`src/rtl/seq_restoring_divider.sv`:
```
// Sequential unsigned restoring divider: 2*DW-bit dividend by DW-bit divisor,
// one quotient bit per clock, results registered on entry to DONE.
module seq_restoring_divider #(
  parameter int DW = 4,
  parameter int CW = 4
) (
  input  logic            clk,
  input  logic            rst_n,
  input  logic            start,
  input  logic [2*DW-1:0] dividend,
  input  logic [DW-1:0]   divisor,
  output logic            busy,
  output logic            done,
  output logic [2*DW-1:0] quotient,
  output logic [DW-1:0]   remainder,
  output logic            div_by_zero
);

  typedef enum logic [1:0] {
    IDLE = 2'd0,
    RUN  = 2'd1,
    DONE = 2'd2
  } state_t;

  state_t          state_r;
  logic [CW-1:0]   cnt_r;
  logic [2*DW-1:0] q_r;
  logic [DW-1:0]   d_r;
  // The partial remainder is always below the divisor, so its extra top bit
  // is never set between iterations and is not stored.
  logic [DW-1:0]   rem_r;

  logic [DW:0]     t_s;
  logic            ge_s;
  logic [DW-1:0]   r_next_s;
  logic [2*DW-1:0] q_next_s;
  logic            last_s;

  // One restoring iteration: trial subtract of the divisor from the shifted remainder.
  always_comb begin
    t_s      = {rem_r, q_r[2*DW-1]};
    ge_s     = (t_s >= {1'b0, d_r});
    if (ge_s) begin
      r_next_s = t_s[DW-1:0] - d_r;
    end else begin
      r_next_s = t_s[DW-1:0];
    end
    q_next_s = {q_r[2*DW-2:0], ge_s};
    last_s   = (cnt_r == CW'(2*DW-1));
  end

  // Control FSM, datapath registers and registered outputs.
  always_ff @(posedge clk or negedge rst_n) begin
    if (!rst_n) begin
      state_r     <= IDLE;
      cnt_r       <= {CW{1'b0}};
      q_r         <= {(2*DW){1'b0}};
      d_r         <= {DW{1'b0}};
      rem_r       <= {DW{1'b0}};
      busy        <= 1'b0;
      done        <= 1'b0;
      quotient    <= {(2*DW){1'b0}};
      remainder   <= {DW{1'b0}};
      div_by_zero <= 1'b0;
    end else begin
      case (state_r)
        IDLE, DONE: begin
          done <= 1'b0;
          busy <= 1'b0;
          if (start) begin
            q_r         <= dividend;
            d_r         <= divisor;
            rem_r       <= {DW{1'b0}};
            cnt_r       <= {CW{1'b0}};
            div_by_zero <= 1'b0;
            if (divisor != {DW{1'b0}}) begin
              state_r <= RUN;
              busy    <= 1'b1;
            end else begin
              state_r     <= DONE;
              done        <= 1'b1;
              quotient    <= {(2*DW){1'b1}};
              remainder   <= {DW{1'b0}};
              div_by_zero <= 1'b1;
            end
          end else begin
            state_r <= IDLE;
          end
        end
        RUN: begin
          q_r   <= q_next_s;
          rem_r <= r_next_s;
          cnt_r <= cnt_r + CW'(1);
          if (last_s) begin
            state_r   <= DONE;
            busy      <= 1'b0;
            done      <= 1'b1;
            quotient  <= q_next_s;
            remainder <= r_next_s;
          end else begin
            state_r <= RUN;
          end
        end
        default: begin
          state_r <= IDLE;
          busy    <= 1'b0;
          done    <= 1'b0;
        end
      endcase
    end
  end

endmodule

```
`config.mk`:
```
export PLATFORM = sky130hd
export DESIGN_NAME = seq_restoring_divider
export DESIGN_NICKNAME = d
export VERILOG_FILES = /design/src/rtl/seq_restoring_divider.sv
export SDC_FILE = /design/constraint.sdc
export NUM_CORES = 1
export LEC_CHECK = 0
export CORE_MARGIN = 2
export CORE_UTILIZATION = 51
export CTS_CLUSTER_DIAMETER = 100
export DETAILED_ROUTE_END_ITERATION = 10
export PLACE_DENSITY_LB_ADDON = 0.3
export SLEW_MARGIN = 20
export SYNTH_ARGS = -nofsm -noshare
export SYNTH_HDL_FRONTEND = slang
export SYNTH_SLANG_ARGS = --single-unit
```
`constraint.sdc`:
```
create_clock -name clk -period 1.9 [get_ports clk]
set_input_delay 0.285 -clock clk [delete_from_list [all_inputs] [get_ports clk]]
set_output_delay 0.285 -clock clk [all_outputs]
set_load 0.05 [all_outputs]
```
## Yosys cells after proc, flatten, opt, wreduce, memory -nomap -nowiden

Index checks and enable logic that the tools add are counted.

| word-level totals | value |
|---|---|
| register bits after elaboration | 37 |
| bits of input ports | 15 |
| output and inout bits | 15 |

| operators by class | value |
|---|---|
| muxes and demuxes | 26 |
| $add $sub $neg | 2 |
| reduce and logical (&&, ||, !) cells | 7 |
| magnitude comparators | 1 |
| eq/ne operators | 6 |

Operators with widths:

| cell | number |
|---|---|
| two-way mux 8 bit | 4 |
| case mux 8 bit (2 select lines) | 2 |
| case mux 4 bit (2 select lines) | 3 |
| two-way mux 4 bit | 5 |
| two-way mux 1 bit | 6 |
| two-way mux 2 bit | 3 |
| != test 2 bit, second input constant | 3 |
| greater-or-equal comparator 5 x 4 -> 1 bit | 1 |
| adder 4 x 1 -> 4 bit, second input constant | 1 |
| == test 4 x 3 -> 1 bit, second input constant | 1 |
| case mux 1 bit (2 select lines) | 2 |
| case mux 2 bit (2 select lines) | 1 |
| AND reduction 2 bit | 2 |
| AND reduction 4 bit | 1 |
| nonzero test 4 bit | 1 |
| subtractor 4 bit | 1 |
| == test 2 x 1 -> 1 bit, second input constant | 1 |
| == test 2 bit, second input constant | 1 |
| zero test 2 bit | 1 |
| nonzero test 2 bit | 1 |
| OR reduction 2 bit | 1 |

## Longest topological paths before layout

| depth | value |
|---|---|
| depth after elaboration | 4 |
| depth in mapped cells | 7 |
| depth with buffers taken out | 7 |

## Worst setup path after synthesis

Ideal clock, no wire load.

| timing path | value |
|---|---|
| path kind | reg-to-reg |
| from | register rem_r[1] |
| to | register remainder[3] |
| arrival | 1.547 ns |
| setup slack | 0.228 ns |
| period minus slack after synthesis | 1.672 ns |
| setup time | 0.125 ns |
| cell stages (with the launch flop) | 7 |
| buffers on the path | 0 |
| cell sequence | dfrtp_1 ha_1 nand2_1 o21ai_0 mux2i_1 a31oi_1 mux2_4 |

| on the way | value |
|---|---|
| longest elaborated chain between the ends | 4 |
| elaborated cells on any way between the ends | 5 |
| those cells by class | add/sub: 1; order compare: 1; mux: 3 |

RTL lines:

| item | RTL line | source |
|---|---|---|
| from (decl) | 31 | `logic [DW-1:0] rem_r;` |
| from (signal assigned) | 59 | `rem_r <= {DW{1'b0}};` |
| from (signal assigned) | 73 | `rem_r <= {DW{1'b0}};` |
| from (signal assigned) | 92 | `rem_r <= r_next_s;` |
| subtractor 4 bit or greater-or-equal comparator 5 x 4 -> 1 bit (tied branches) | 44, 42 |  |
| two-way mux 4 bit * | 43 | `if (ge_s) begin` |
| two-way mux 4 bit * | 94 | `if (last_s) begin` |
| case mux 4 bit (2 select lines) * | 66 | `case (state_r)` |
| to (signal assigned) | 63 | `remainder <= {DW{1'b0}};` |
| to (signal assigned) | 83 | `remainder <= {DW{1'b0}};` |
| to (signal assigned) | 99 | `remainder <= r_next_s;` |
| to (decl) | 15 | `output logic [DW-1:0] remainder,` |

Every way passes the cells marked *; elsewhere a longest branch is shown, timed or not. The select of a mux whose other input is x is not followed.
A chain may end at the register's enable or synchronous reset.

## Final worst setup path

Same ends and word-level chain as after synthesis.

==> qor.csv <==
stage,metric,value,unit
die,initial_utilization,53.78,%
grt,antenna_found_initial,0,
finish,final_cell_mix,"dfrtp_1, clkdlybuf4s50_1, nand2_1",
pwr,power.density,2058,nW/µm²
sta,setup_viol,0,
clocking,hold_buffers,0,
clocking,ctsHtreeMaxLevel,2,
setup_path,cp_slowest_cell,dfrtp_2,
setup_path,path_cells,ha_4 > nand2_1 > o21a_1 > o31a_1 > a31oi_2 > mux2_4,
drt,wl_per_cell,15.80,µm
synthesis,synth_top_cell_area_share,55.93,%
die,die_w,60.97,µm
setup_path,crit_type,reg2reg,
grt,grt_pass1_wl,6223,µm
clocking,clk_latency,0.35,ns
setup_path,reg2reg_depth,6,
sta,fin_crit_sh,97.47,%
sta,timing.fmax,540.0,MHz
pwr,ir_drop,0.001105,V
placement,pre_cts_ws,-0.02164,ns
finish,fin_util,69.76,%
synthesis,syn_area,1655,µm²
grt,grt_overflow,0,
die,core-area,3078,µm²
sta,period_needed,1.852,ns
grt,grt_max_degree,38,
min_path,hold_path.class,in2async,
sta,slew_headroom,65.94,%
synthesis,yosysUniqueCellTypes,32,
synthesis,avgSynthCellArea,10.75,µm²
finish,antenna_cells,0,
setup_path,slowest_delay,0.46,ns
finish,finalNetCount,217,
synthesis,yosys_warnings,0,
synthesis,synth-seq-cells,37,
pwr,p_total,4.420,mW
setup_path,r2r-end,remainder[3]$_DFFE_PN0P_,
setup_path,worstPathMaxFanout,3,
clocking,cts_tree,built,
die,die_y,60.97,µm
die,dieArea,3717,µm²
clocking,cts.sinks,37,
drt,drt-initial-drc-count,33,
synthesis,syn_nets,175,
synthesis,synth_seq_area_share,55.93,%
clocking,clk_pin_slew_worst_paths,0.11,ns
setup_path,worstPathRequired,2.20,ns
drt,route.detailed.vias_per_inst,5.485,
synthesis,synth.area.top_cells,"dfrtp_1, nand2_1, nor2_1",
drt,dr.pass1.iters,4,
clocking,clockBufferDepth,2,
clocking,numCtsBuffers,5,
setup_path,path_delay_family,compound AO/OA/AOI/OAI gates,
run,maxCapViolCount,0,
synthesis,yosysTopAreaCell,dfrtp_1,
drt,wl,3808,µm
finish,layout_commonest_cell,dfrtp_1,
sta,tightest_slew,0.5093,ns
placement,numPortBuffers,29,
grt,first_global_vias,1283,
placement,dp.final_hpwl,2768,µm
grt,track_usage,23.85,%
setup_path,reg2reg_setup_slack,0.05,ns
setup_path,crit_path_end_kind,register,
die,pin_count,30,
setup_path,arrival,2.15,ns
die,num_rows,20,
placement,place.gp.congestion,0.8197,
drt,vias,1322,
drt,drc,0,
setup_path,startpoint_type,register,
sta,hold_violations,0,
finish,layout-drive-gt1-share,14.21,%
outcome,status,finished clean,
synthesis,synthCells,154,
setup_path,crit_buf_inv,0,
setup_path,rr_startpoint,rem_r[1]$_DFFE_PN0P_,
sta,setup_ws,0.04801,ns
finish,syn_to_final_growth,29.71,%
clocking,root_buffer,clkbuf_4,
sta,fin_skew,0.01554,ns
sta,slew_viol_final,0,
drt,ant_nets,0,
pwr,power_leakage,0.9496,nW
-- synth_stat cells --
cell      count
dfrtp_1      37
nand2_1      20
nor2_1       19
o21ai_0      13
o22a_1        7
o22ai_1       7
inv_1         6
a22o_1        5
ha_1          5
mux2i_1       4
a21oi_1       3
nand3_1       3
nor2b_1       3
buf_2         2
clkbuf_1      2
nand2b_1      2
a21o_1        1
a21oi_4       1
a22oi_1       1
a31oi_1       1
and2_4        1
and3_1        1
and3b_4       1
fa_1          1
inv_2         1
mux2_4        1
nand4_1       1
nor4_4        1
o21a_1        1
o21a_2        1
o31a_1        1
xnor2_1       1
-- sequential cells by signal (all words and copies together), names as in the netlist --
name	flops
q_r	8
quotient	8
cnt_r	4
d_r	4
rem_r	4
remainder	4
state_r	2
busy	1
div_by_zero	1
done	1
-- final cells by class --
| cell class | instances | area (µm²) |
|---|---|---|
| clock buffers | 8 | 48.80 |
| inverters | 7 | 26.28 |
| fillers | 240 | 930.9 |
| repair buffers | 39 | 367.9 |
| flip-flops and latches | 37 | 927.1 |
| multi-input cells | 106 | 721.9 |
| well taps | 44 | 55.05 |
-- cells by family (layout without fill, tap and decap cells) --
group / count (synthesis) / count (layout) / share of synthesized area (%)
simple gates: 52 / 52 / 14.97
compound gates: 42 / 42 / 17.61
flops: 37 / 37 / 55.93
buf+inv: 11 / 54 / 2.645
fa+ha+maj: 6 / 6 / 4.989
mux: 5 / 5 / 3.326
xor+xnor: 1 / 1 / 0.5292
-- worst reg2reg max path, stage by stage, from the launching register on --
cell,delay (ns)
dfrtp_2,0.46
ha_4,0.31
nand2_1,0.08
o21a_1,0.21
o31a_1,0.30
a31oi_2,0.26
mux2_4,0.19
-- layer usage --
layer / global-route usage (%) / part of all wire (%) / routed length, µm
met2: 37.94 / 50 / 1889
met1: 30.01 / 44 / 1657
met4: 10.56 / 2.3 / 89
met3: 7.463 / 4.5 / 172
met5: 0 / 0 / 0
-- worst max path at each step --
stage,start,end,cells after the start
6_report,rem_r[1]$_DFFE_PN0P_,remainder[3]$_DFFE_PN0P_,6
5_1_grt,rem_r[1]$_DFFE_PN0P_,remainder[3]$_DFFE_PN0P_,6
3_3_place_gp,rem_r[1]$_DFFE_PN0P_,remainder[3]$_DFFE_PN0P_,6
4_1_cts,rem_r[1]$_DFFE_PN0P_,remainder[1]$_DFFE_PN0P_,6
2_1_floorplan,rem_r[1]$_DFFE_PN0P_,remainder[3]$_DFFE_PN0P_,6
3_5_place_dp,rem_r[1]$_DFFE_PN0P_,remainder[3]$_DFFE_PN0P_,6
-- per-stage QoR --
step                      setup TNS (ns)  cell area (µm²)  hold slack (ns)  cells
after global placement                 0             2051           0.4597    232
after global routing           -0.001296             2147           0.3510    241
after detailed placement        -0.02164             2051           0.4784    232
after CTS                              0             2106           0.3548    240
final                                  0             2147           0.3380    241
after floorplan                        0             1655         -0.01059    154
-- where the power goes --
group	switching (mW)	internal (mW)
Sequential	0.258	1.16
Clock	0.248	0.148
Combinational	1.52	1.08
-- timing repair --
item,4_1_cts,5_1_grt
buffers inserted,0,1
hold endpoints to repair,0,0
endpoints found under the setup margin,1,9
gates resized for setup,2,7
No activity file was read; power rests on OpenSTA's default activity.
